===== src/rtl/hazard_unit.sv =====
// hazard_unit -- ID-stage hazard detection for a 5-stage in-order pipeline.
//
// Tracks the destination registers of the instructions in EX, MEM and WB in a
// 3-entry scoreboard and compares the ID instruction's sources against it.
// A match stalls PC and IF/ID and injects a bubble into ID/EX. A taken
// branch/jump in EX redirects the PC and flushes both IF/ID and ID/EX. If a
// redirect and a data hazard happen in the same cycle, the redirect wins.
//
// Build option:
//   FORWARD_EN defined   -> full forwarding assumed; only a load in EX
//                           followed by a dependent instruction (load-use)
//                           stalls, for exactly one cycle.
//   FORWARD_EN undefined -> no forwarding; any producer in EX/MEM/WB stalls
//                           the consumer until it has left WB (up to 3 cycles).
//
// Ports:
//   clk, rst                  clock, synchronous active-high reset
//   id_valid                  ID holds a real instruction
//   id_rs1/id_rs2, id_re1/2   source registers and their read enables
//   id_rd, id_we, id_is_load  destination, write enable, load flag
//   ex_br_taken               EX resolved a redirect this cycle
//   data_hazard               PC hold
//   control_hazard            PC loads redirect target
//   ifid_stall/ifid_flush     IF/ID hold / clear
//   idex_flush                bubble into ID/EX
//   stall_cnt/flush_cnt       saturating 16-bit stall and redirect counters

// One source-vs-entry comparator; x0 is hardwired zero and never matches.
module hazard_match (
    input  logic       src_re,
    input  logic [4:0] src,
    input  logic       e_valid,
    input  logic       e_we,
    input  logic [4:0] e_rd,
    output logic       hit
);
    assign hit = e_valid && e_we && src_re && (e_rd == src) && (e_rd != 5'd0);
endmodule

module hazard_unit (
    input  logic        clk,
    input  logic        rst,
    input  logic        id_valid,
    input  logic [4:0]  id_rs1,
    input  logic [4:0]  id_rs2,
    input  logic        id_re1,
    input  logic        id_re2,
    input  logic [4:0]  id_rd,
    input  logic        id_we,
    input  logic        id_is_load,
    input  logic        ex_br_taken,
    output logic        data_hazard,
    output logic        control_hazard,
    output logic        ifid_stall,
    output logic        ifid_flush,
    output logic        idex_flush,
    output logic [15:0] stall_cnt,
    output logic [15:0] flush_cnt
);
    typedef struct packed {
        logic       valid;
        logic [4:0] rd;
        logic       we;
        logic       is_load;
    } sb_entry_t;

    localparam int NUM_ENTRIES = 3;   // [0]=EX, [1]=MEM, [2]=WB
`ifdef FORWARD_EN
    localparam int NUM_CHK = 1;       // only EX can cause a stall
`else
    localparam int NUM_CHK = 3;
`endif

    sb_entry_t [NUM_ENTRIES-1:0] sb_q, sb_d;
    logic [15:0]        stall_cnt_q, stall_cnt_d;
    logic [15:0]        flush_cnt_q, flush_cnt_d;
    logic [NUM_CHK-1:0] hit1, hit2;
    logic               any_hit;

    for (genvar g = 0; g < NUM_CHK; g++) begin : g_chk
        hazard_match u_m1 (
            .src_re (id_re1),
            .src    (id_rs1),
            .e_valid(sb_q[g].valid),
            .e_we   (sb_q[g].we),
            .e_rd   (sb_q[g].rd),
            .hit    (hit1[g])
        );
        hazard_match u_m2 (
            .src_re (id_re2),
            .src    (id_rs2),
            .e_valid(sb_q[g].valid),
            .e_we   (sb_q[g].we),
            .e_rd   (sb_q[g].rd),
            .hit    (hit2[g])
        );
    end

`ifdef FORWARD_EN
    // ALU results forward from EX/MEM/WB; only load data is too late for EX.
    assign any_hit = (hit1[0] | hit2[0]) & sb_q[0].is_load;
    // WB entry is only tracked, never compared, in this build.
    logic unused_wb;
    assign unused_wb = ^sb_q[2];
`else
    assign any_hit = (|hit1) | (|hit2);
    logic unused_wb;
    assign unused_wb = sb_q[2].is_load;
`endif

    always_comb begin
        // A redirect discards the ID instruction, so it must not also stall.
        data_hazard    = id_valid & any_hit & ~ex_br_taken;
        control_hazard = ex_br_taken;
        ifid_stall     = data_hazard;
        ifid_flush     = control_hazard;
        idex_flush     = data_hazard | control_hazard;

        sb_d[0].valid   = id_valid & ~data_hazard & ~control_hazard;
        sb_d[0].rd      = id_rd;
        sb_d[0].we      = id_we;
        sb_d[0].is_load = id_is_load;
        sb_d[1]         = sb_q[0];
        sb_d[2]         = sb_q[1];

        stall_cnt_d = stall_cnt_q;
        if (data_hazard && stall_cnt_q != 16'hFFFF)
            stall_cnt_d = stall_cnt_q + 16'd1;
        flush_cnt_d = flush_cnt_q;
        if (control_hazard && flush_cnt_q != 16'hFFFF)
            flush_cnt_d = flush_cnt_q + 16'd1;
    end

    always_ff @(posedge clk) begin
        if (rst) begin
            sb_q        <= '0;
            stall_cnt_q <= 16'd0;
            flush_cnt_q <= 16'd0;
        end else begin
            sb_q        <= sb_d;
            stall_cnt_q <= stall_cnt_d;
            flush_cnt_q <= flush_cnt_d;
        end
    end

    assign stall_cnt = stall_cnt_q;
    assign flush_cnt = flush_cnt_q;
endmodule


===== config.mk =====
export PLATFORM = sky130hd
export DESIGN_NAME = hazard_unit
export DESIGN_NICKNAME = d
export VERILOG_FILES = /design/src/rtl/hazard_unit.sv
export SDC_FILE = /design/constraint.sdc
export NUM_CORES = 1
export LEC_CHECK = 0
export CAP_MARGIN = 20
export CORE_MARGIN = 1
export CORE_UTILIZATION = 49
export CTS_BUF_LIST = sky130_fd_sc_hd__clkbuf_8 sky130_fd_sc_hd__clkbuf_16
export DETAILED_ROUTE_END_ITERATION = 10
export GPL_ROUTABILITY_DRIVEN = 0
export PLACE_DENSITY = 0.79
export SLEW_MARGIN = 10
export SYNTH_ARGS = -nofsm -noshare
export SYNTH_HDL_FRONTEND = slang
export SYNTH_SLANG_ARGS = --single-unit

===== constraint.sdc =====
create_clock -name clk -period 3.2 [get_ports clk]
set_clock_uncertainty 0.05 [all_clocks]
set_input_delay 0.64 -clock clk [delete_from_list [all_inputs] [get_ports clk]]
set_output_delay 0.64 -clock clk [all_outputs]
set_load 0.02 [all_outputs]

-- Yosys cells after proc, flatten, opt, wreduce, memory -nomap -nowiden
Cells that the tools add are included.
- $add $sub $neg: 2
- equality and inequality tests: 8
- bitwise logic cells: 8
- reductions and logical operators: 28
- operator list (operator ; number):
    16-bit by 1-bit adder with 16-bit output (second input constant) ; 2
    16-bit inequality test (second input constant) ; 2
    5-bit equality test ; 6
    1-bit logical AND ; 23
    5-bit nonzero test ; 3
    3-bit OR reduction ; 2
    1-bit AND ; 4
    1-bit inverter ; 2
    1-bit bitwise OR ; 2
- bits in registers: 53
- input port bits: 23
- logic and storage cells: 57

-- Longest topological paths before layout
Gate-level depths: netlist of the first run.
- depth after elaboration: 11
- mapped depth: 10
- depth with buffers taken out: 8

-- Cells and area by module
Synthesis of the first run repeated with hierarchy kept, for this count alone.
- cell total of the unflattened synthesis: 317
- area total of the unflattened synthesis: 2831.5 µm²
- by module, submodules not included (module ; times used ; cells each ; area each (µm²) ; seq. area each (µm²)):
    hazard_unit ; 1 ; 257 ; 2411.1 ; 1061.0
    hazard_match ; 6 ; 10 ; 70.1 ; 0.0

-- Least setup slack after synthesis of the first run
No wires, ideal clock.
- path kind: in2out
- start point: input port id_rs1[0]
- end point: output port ifid_stall
- arrival time: 2199 ps
- required time: 2510 ps
- path slack: 311 ps
- cell stages on the path: 9
- path through: xor2_1 nor4_2 nand3_1 a21o_1 a31o_1 buf_6 buf_6 inv_1 buf_4
- longest elaborated chain between the ends: 7
- elaborated cells on any way between the ends: 13
- classes of those cells: eq/ne (3); bitwise (3); reduce/logical (7)
- ends and longest elaborated chain (item ; RTL line ; text):
    start: declaration ; 44 ; input logic [4:0] id_rs1,
    5-bit equality test ; 37 ; assign hit = e_valid && e_we && src_re && (e_rd == src) && (e_rd != 5'd0);
    1-bit logical AND (2 in series) ; 37 ;
    3-bit OR reduction (*) ; 106 ; assign any_hit = (|hit1) | (|hit2);
    1-bit bitwise OR (*) ; 106 ;
    1-bit AND (*) (2 in series) ; 113 ; data_hazard = id_valid & any_hit & ~ex_br_taken;
    end: declaration ; 54 ; output logic ifid_stall,
Mark *: on every way between the ends. The rest lies on a longest branch, timed or not.

-- Worst setup path in the final report of the first run
- start point: input port id_rs1[4]
- end point: output port data_hazard
- longest elaborated chain between the ends: 7
- elaborated cells on any way between the ends: 13
- classes of those cells: eq/ne (3); bitwise (3); reduce/logical (7)
- ends and longest elaborated chain (item ; RTL line ; text):
    5-bit equality test ; 37 ;
    1-bit logical AND (2 in series) ; 37 ;
    3-bit OR reduction (*) ; 106 ;
    1-bit bitwise OR (*) ; 106 ;
    1-bit AND (*) (2 in series) ; 113 ;
    end: declaration ; 52 ; output logic data_hazard,
Marks and branches as above.

==> run metrics, run 1 <==
final instance area=around 3300 sq um; Simple-Gate Fraction of Synth Area=~29%; CP max FO=3; f_max=between 300 and 400 MHz; vias in the first global route=2029; met1 Usage GRT=~28%; synthesized area per cell=8.73 sq um; number of enable flip-flop cells after synthesis=0; predominant post-synthesis flop cell=dfxtp_1; Worst-path clk slew=approximately 0.08 ns; routed via count=approximately 2300; I/O pin total=60; hold violation count in the final report=0; r2r setup slk=roughly 0.8 ns; synthesis warning total=0; Power Density=roughly 380 nW/um^2; Synthesized Nets=around 320; Initial Util=between 50% and 60%; first-pass GRT wire length=slightly above 9 mm; Clk Tree Root Cell=clkbuf_8; final core utilization=between 60% and 70%; M2 GR Usage=36.2%; cell family contributing the most delay on the critical path=buffers and inverters; sequential area share after synthesis=a little over two fifths; Int Pwr=985 uW; hold path cells=1; highest-delay cell along the critical path=clkdlybuf4s50_1; CP Depth=8; Compound-Gate Fraction of Synth Area=a little over a tenth; Post-DRT Antenna Nets=0; unrepaired setup endpoints after global routing=no; CP max stage delay=approximately 0.48 ns; CTS max path bufs=2; Routed WL=approximately 5.6 mm; CP required=approximately 2.5 ns; crit path DAT=~2.4 ns; post-synthesis cell area=about 2500 sq um; Post-DP Area=about 3200 sq um; area grow syn2layout=29.9%; # setup viols final=0; crit path launch type=primary input; die width=approximately 74 um; Post-Synthesis Cells=a little under 300; DR iter-0 viols=between 150 and 200; worst reg2reg path startpoint=sb_d[19]; Setup CP Type=primary input to output port; IR drop worst, VDD=0.282 mV; die area=around 5500 sq um; Synth top area share=41.9%; global route total overflow=0; actual slew at the worst max-slew pin=about 0.92 ns; Post-synth ARST share=0%; total CTS buffers=5; capture point of the worst path=data_hazard; synth top area cells=dfxtp_1, xor2_1, nor2b_1; Antenna diodes=0; layout cells sized above 1=about 7%; Sink Count=53; combinational family with the most area after synthesis=simple AND/OR/NAND/NOR gates; Lkg Pwr=1.18 nW; TritonCTS clock tree=built; post-route minimum period=around 3.1 ns; max-cap violations=0; Sw Ratio=about 22%; initial antenna violation count=0; Net count, final=374; Seq pwr share=54.5%; Detailed Routing Iterations Pass 1=4; Setup Fix Bufs, Post-CTS=0; crit path cell chain=clkdlybuf4s50_1, xor2_1, nor4_1, nand3_1, a21o_1, a31o_1, inv_2, buf_4; Clk network pwr share=between 30% and 40%; Final WS setup=between 0.1 and 0.15 ns; number of port buffers=58; Routed WL per cell=approximately 13 um; Net Switching=approximately 270 uW; Netlist cell types=35; gr usage total=around 22%; Core Rows=25; share of total power in combinational logic=approximately 8.9%; hold wc startpoint=sb_d[9]; Worst Path Buf+Inv=3; fill count=between 300 and 400; hpwl dp=slightly below 4 mm; CP Capture Type=output port; Adder-Cell Fraction of Synth Area=less than 1%; DRC violations left=0; Die H=roughly 74 um; H-tree Lvls=2; FF+latch count, synth=53; Worst R2R Path Depth=8; multiplexer share of the synthesized area=less than 1%; largest net degree at the start of global routing=between 50 and 60; grt met3 use=6.72%; Slew Limit Fails=0; relative slew slack=~40%; Yosys top cell by area=dfxtp_1; pre-CTS WS=-0.400 ns; XOR/XNOR Fraction of Synth Area=between 10% and 20%; core area=between 4000 and 5000 sq um; launch point of the worst path=id_rs1[4]; status=complete, no violations; hold crit path type=flop to flop; layer with the highest usage=met2; clk_lat worst skew=0.30 ns; FF-to-FF End=stall_cnt[15]; vias per cell=about 5.4; final period utilization=around 96%; highest-count cells in the layout ignoring fill and taps=dfxtp_1, clkdlybuf4s50_1, xor2_1, nand3_1, nor2b_1
## Yosys cell counts (7+ instances only)
master	count
xor2_1	30
nor3_1	10
nand2_1	10
and3_1	8
nor2_1	19
nand3_1	23
o21ai_0	11
a21oi_1	17
dfxtp_1	53
or3_1	10
or4_1	7
nor2b_1	20
xnor2_1	8
nand4_1	10
clkbuf_1	9
## power by group through the flow
stage	combinational [mW]	clock (mW)	sequential [mW]
after floorplan	0.0549	0	0.701
after global placement	0.109	0	0.702
after detailed placement	0.111	0	0.702
after CTS	0.112	0.472	0.687
after global routing	0.122	0.500	0.689
final	0.112	0.461	0.687
## cells by family after synthesis
| kind of cell | after synthesis |
|---|---|
| and+or+nand+nor | 132 |
| DFF | 53 |
| AOI/OAI and AO/OA | 45 |
| xor gates and xnor gates | 38 |
| buffers and inverters | 19 |
| adders and majority gates | 2 |
| muxes | 1 |
## per-layer routing
metal  wire [um]  part of all wire (%)  vias up
met3         315                   5.6        4
met1        2620                    47     1063
met4          42                  0.75        0
met2        2640                    47       56
li1            -                     -     1144
met5           0                     0        -
## repair_timing
action                     4_1_cts  5_1_grt
resized for setup               14        3
setup endpoints to repair        3        3
hold buffers                     0        0
pin swaps                        1        3
## sequential cells by signal, indices dropped and copies added, names as in the netlist
register / flops
flush_cnt: 16
stall_cnt: 16
sb_d: 14
sb_q: 7
## worst min-delay path by stage
stage | slack, ns | end
3_5_place_dp | 0.41 | sb_d[17]
2_1_floorplan | 0.39 | sb_d[23]
5_1_grt | 0.43 | sb_d[17]
6_report | 0.42 | sb_d[17]
3_3_place_gp | 0.41 | sb_d[17]
4_1_cts | 0.42 | sb_d[17]
## through the flow
| step | TNS, ns | hold slack (ns) | std cells | power, mW |
|---|---|---|---|---|
| finish | 0 | 0.418 | 417 | 1.26 |
| global route | 0 | 0.433 | 417 | 1.31 |
| global placement | -0.977 | 0.407 | 409 | 0.811 |
| floorplan | 0 | 0.388 | 290 | 0.756 |
| detailed placement | -1.09 | 0.406 | 409 | 0.814 |
| CTS | 0 | 0.420 | 417 | 1.27 |
## cell type report
cell class	instances	area, sq um	area share [%]
timing repair buffer	66	628	19.1
inverter	5	18.8	0.571
clock inverter	2	33.8	1.03
sequential	53	1060	32.3
tap	67	83.8	2.55
multi-input combinational	218	1380	41.9
clock buffer	6	82.6	2.51
(Power assumes the default switching activity.)
==> run 2: changes to the inputs <==
--- a/config.mk
+++ b/config.mk
@@ -8,7 +8,6 @@
 export CAP_MARGIN = 20
 export CORE_MARGIN = 1
 export CORE_UTILIZATION = 49
-export CTS_BUF_LIST = sky130_fd_sc_hd__clkbuf_8 sky130_fd_sc_hd__clkbuf_16
 export DETAILED_ROUTE_END_ITERATION = 10
 export GPL_ROUTABILITY_DRIVEN = 0
 export PLACE_DENSITY = 0.79
==> run metrics, run 2 (synthesized netlist as in run 1, its figures left out) <==
Net count, final=374 (unchanged); Int Pwr=988 uW (was 985 uW); die width=73.9 um (unchanged); Setup Fix Bufs, Post-CTS=0 (unchanged); die area=5460 sq um (unchanged); max-cap violations=0 (unchanged); Fin Hold WS=0.418 ns (unchanged); fill count=388 (unchanged); CTS Hold Bufs=0 (unchanged); CP max FO=3 (unchanged); Final Power=1.26 mW (about the same); post-route minimum period=3.08 ns (about the same); FF-to-FF End=stall_cnt[15] (unchanged); Antenna diodes=0 (unchanged); hold violation count in the final report=0 (unchanged); relative slew slack=38.9% (unchanged); number of port buffers=58 (unchanged); initial antenna violation count=0 (unchanged); Power Density=384 nW/um^2 (was 383 nW/um^2); Routed WL=5.62 mm (about the same); f_max=325 MHz (about the same); largest net degree at the start of global routing=54 (unchanged); Worst Path Buf+Inv=3 (unchanged); CP max stage delay=0.48 ns (about the same); actual slew at the worst max-slew pin=0.917 ns (unchanged); crit path launch type=primary input (unchanged); area grow syn2layout=29.9% (unchanged); CP required=2.51 ns (about the same); final core utilization=67.8% (unchanged); capture point of the worst path=data_hazard (unchanged); clk_lat worst skew=0.30 ns (about the same); final period utilization=96.2% (about the same); Seq pwr share=54.4% (was 54.5%); highest-count cells in the layout ignoring fill and taps=dfxtp_1, clkdlybuf4s50_1, xor2_1, nand3_1, nor2b_1 (unchanged); Die H=73.9 um (unchanged); setup TNS=0 ns (unchanged); Sw Ratio=21.8% (about the same); Worst R2R Path Depth=8 (unchanged); DRC violations left=0 (unchanged); Core Rows=25 (unchanged); global route total overflow=0 (unchanged); unrepaired setup endpoints after global routing=no (unchanged); hpwl dp=3.96 mm (unchanged); CP Depth=8 (unchanged); crit path cell chain=clkdlybuf4s50_1, xor2_1, nor4_1, nand3_1, a21o_1, a31o_1, inv_2, buf_4 (unchanged); CTS max path bufs=2 (unchanged); Clk network pwr share=36.8% (was 36.6%); gr usage total=21.9% (unchanged); DR iter-0 viols=164 (was 169); launch point of the worst path=id_rs1[4] (unchanged); share of total power in combinational logic=8.8% (was 8.9%); vias per cell=5.44 (unchanged); vias in the first global route=2029 (unchanged); IR drop worst, VDD=0.282 mV (about the same); # setup viols final=0 (unchanged); H-tree Lvls=2 (unchanged); Lkg Pwr=1.18 nW (about the same); r2r setup slk=0.79 ns (about the same); layout cells sized above 1=7.14% (unchanged); Detailed Routing Iterations Pass 1=4 (unchanged); routed via count=2267 (unchanged); total CTS buffers=5 (unchanged); worst reg2reg path startpoint=sb_d[19] (unchanged); Routed WL per cell=13.5 um (about the same); Setup CP Type=primary input to output port (unchanged); Net Switching=275 uW (about the same); CP Capture Type=output port (unchanged); Clk Tree Root Cell=clkbuf_8 (unchanged); hold crit path type=flop to flop (unchanged); status=complete, no violations (unchanged); Initial Util=52.2% (unchanged); final instance area=3290 sq um (unchanged); Slew Limit Fails=0 (unchanged); first-pass GRT wire length=9.19 mm (unchanged); Sink Count=53 (unchanged); crit path DAT=2.39 ns (about the same); core area=4850 sq um (unchanged); I/O pin total=60 (unchanged); Worst-path clk slew=0.08 ns (about the same); Post-DP Area=3170 sq um (unchanged); Post-DRT Antenna Nets=0 (unchanged); TritonCTS clock tree=built (unchanged); cell family contributing the most delay on the critical path=buffers and inverters (unchanged); highest-delay cell along the critical path=clkdlybuf4s50_1 (unchanged)
==> run 2: cell types whose count changed in the layout (fill, tap and decap cells not counted) <==
cell / previous run / this run
inv_1: 5 / 4
clkbuf_1: 0 / 1
==> run 2: how the worst min path moves through the flow <==
stage / from / endpoint / slack, ns / cells past startpoint
after floorplan: sb_d[15] / sb_d[23] / 0.39 / 1
after global placement: sb_d[9] / sb_d[17] / 0.41 / 1
after detailed placement: sb_d[9] / sb_d[17] / 0.41 / 1
after CTS: sb_d[9] / sb_d[17] / 0.42 / 1
after global routing: sb_d[9] / sb_d[17] / 0.43 / 1
final: sb_d[9] / sb_d[17] / 0.42 / 1
==> run 2: power by group through the flow <==
| stage | sequential [mW] | clock, mW | combinational [mW] |
|---|---|---|---|
| after detailed placement | 0.702 | 0 | 0.111 |
| final | 0.687 | 0.464 | 0.112 |
| after global routing | 0.689 | 0.503 | 0.122 |
| after global placement | 0.702 | 0 | 0.109 |
| after CTS | 0.687 | 0.475 | 0.112 |
| after floorplan | 0.701 | 0 | 0.0549 |
==> run 2: timing repair <==
item,CTS,global route
gates resized for setup,14,3
pin swaps,1,3
endpoints found under the setup margin,3,3
==> run 2: layout make-up <==
cell class | count | area [sq um] | share of cell area (%)
Tap cell | 67 | 83.8 | 2.55
Sequential cell | 53 | 1060 | 32.3
Clock buffer | 7 | 86.3 | 2.63
Timing Repair Buffer | 66 | 628 | 19.1
Multi-Input combinational cell | 218 | 1380 | 41.9
Clock inverter | 1 | 30.0 | 0.914
Inverter | 5 | 18.8 | 0.571
==> run 2: metrics by stage <==
step           setup WS [ns]  instances
6_report               0.120        417
4_1_cts              0.00769        417
5_1_grt              0.00244        417
3_5_place_dp          -0.400        409
2_1_floorplan          0.311        290
3_3_place_gp          -0.354        409
==> run 2: metal layers <==
layer	routed length, um	vias up	GRT usage (%)	share of wire (%)
met2	2640	56	36.2	47
li1	-	1144	-	-
met3	315	4	6.72	5.6
met5	0	-	0	0
met1	2610	1063	27.6	47
met4	42	0	5.98	0.75
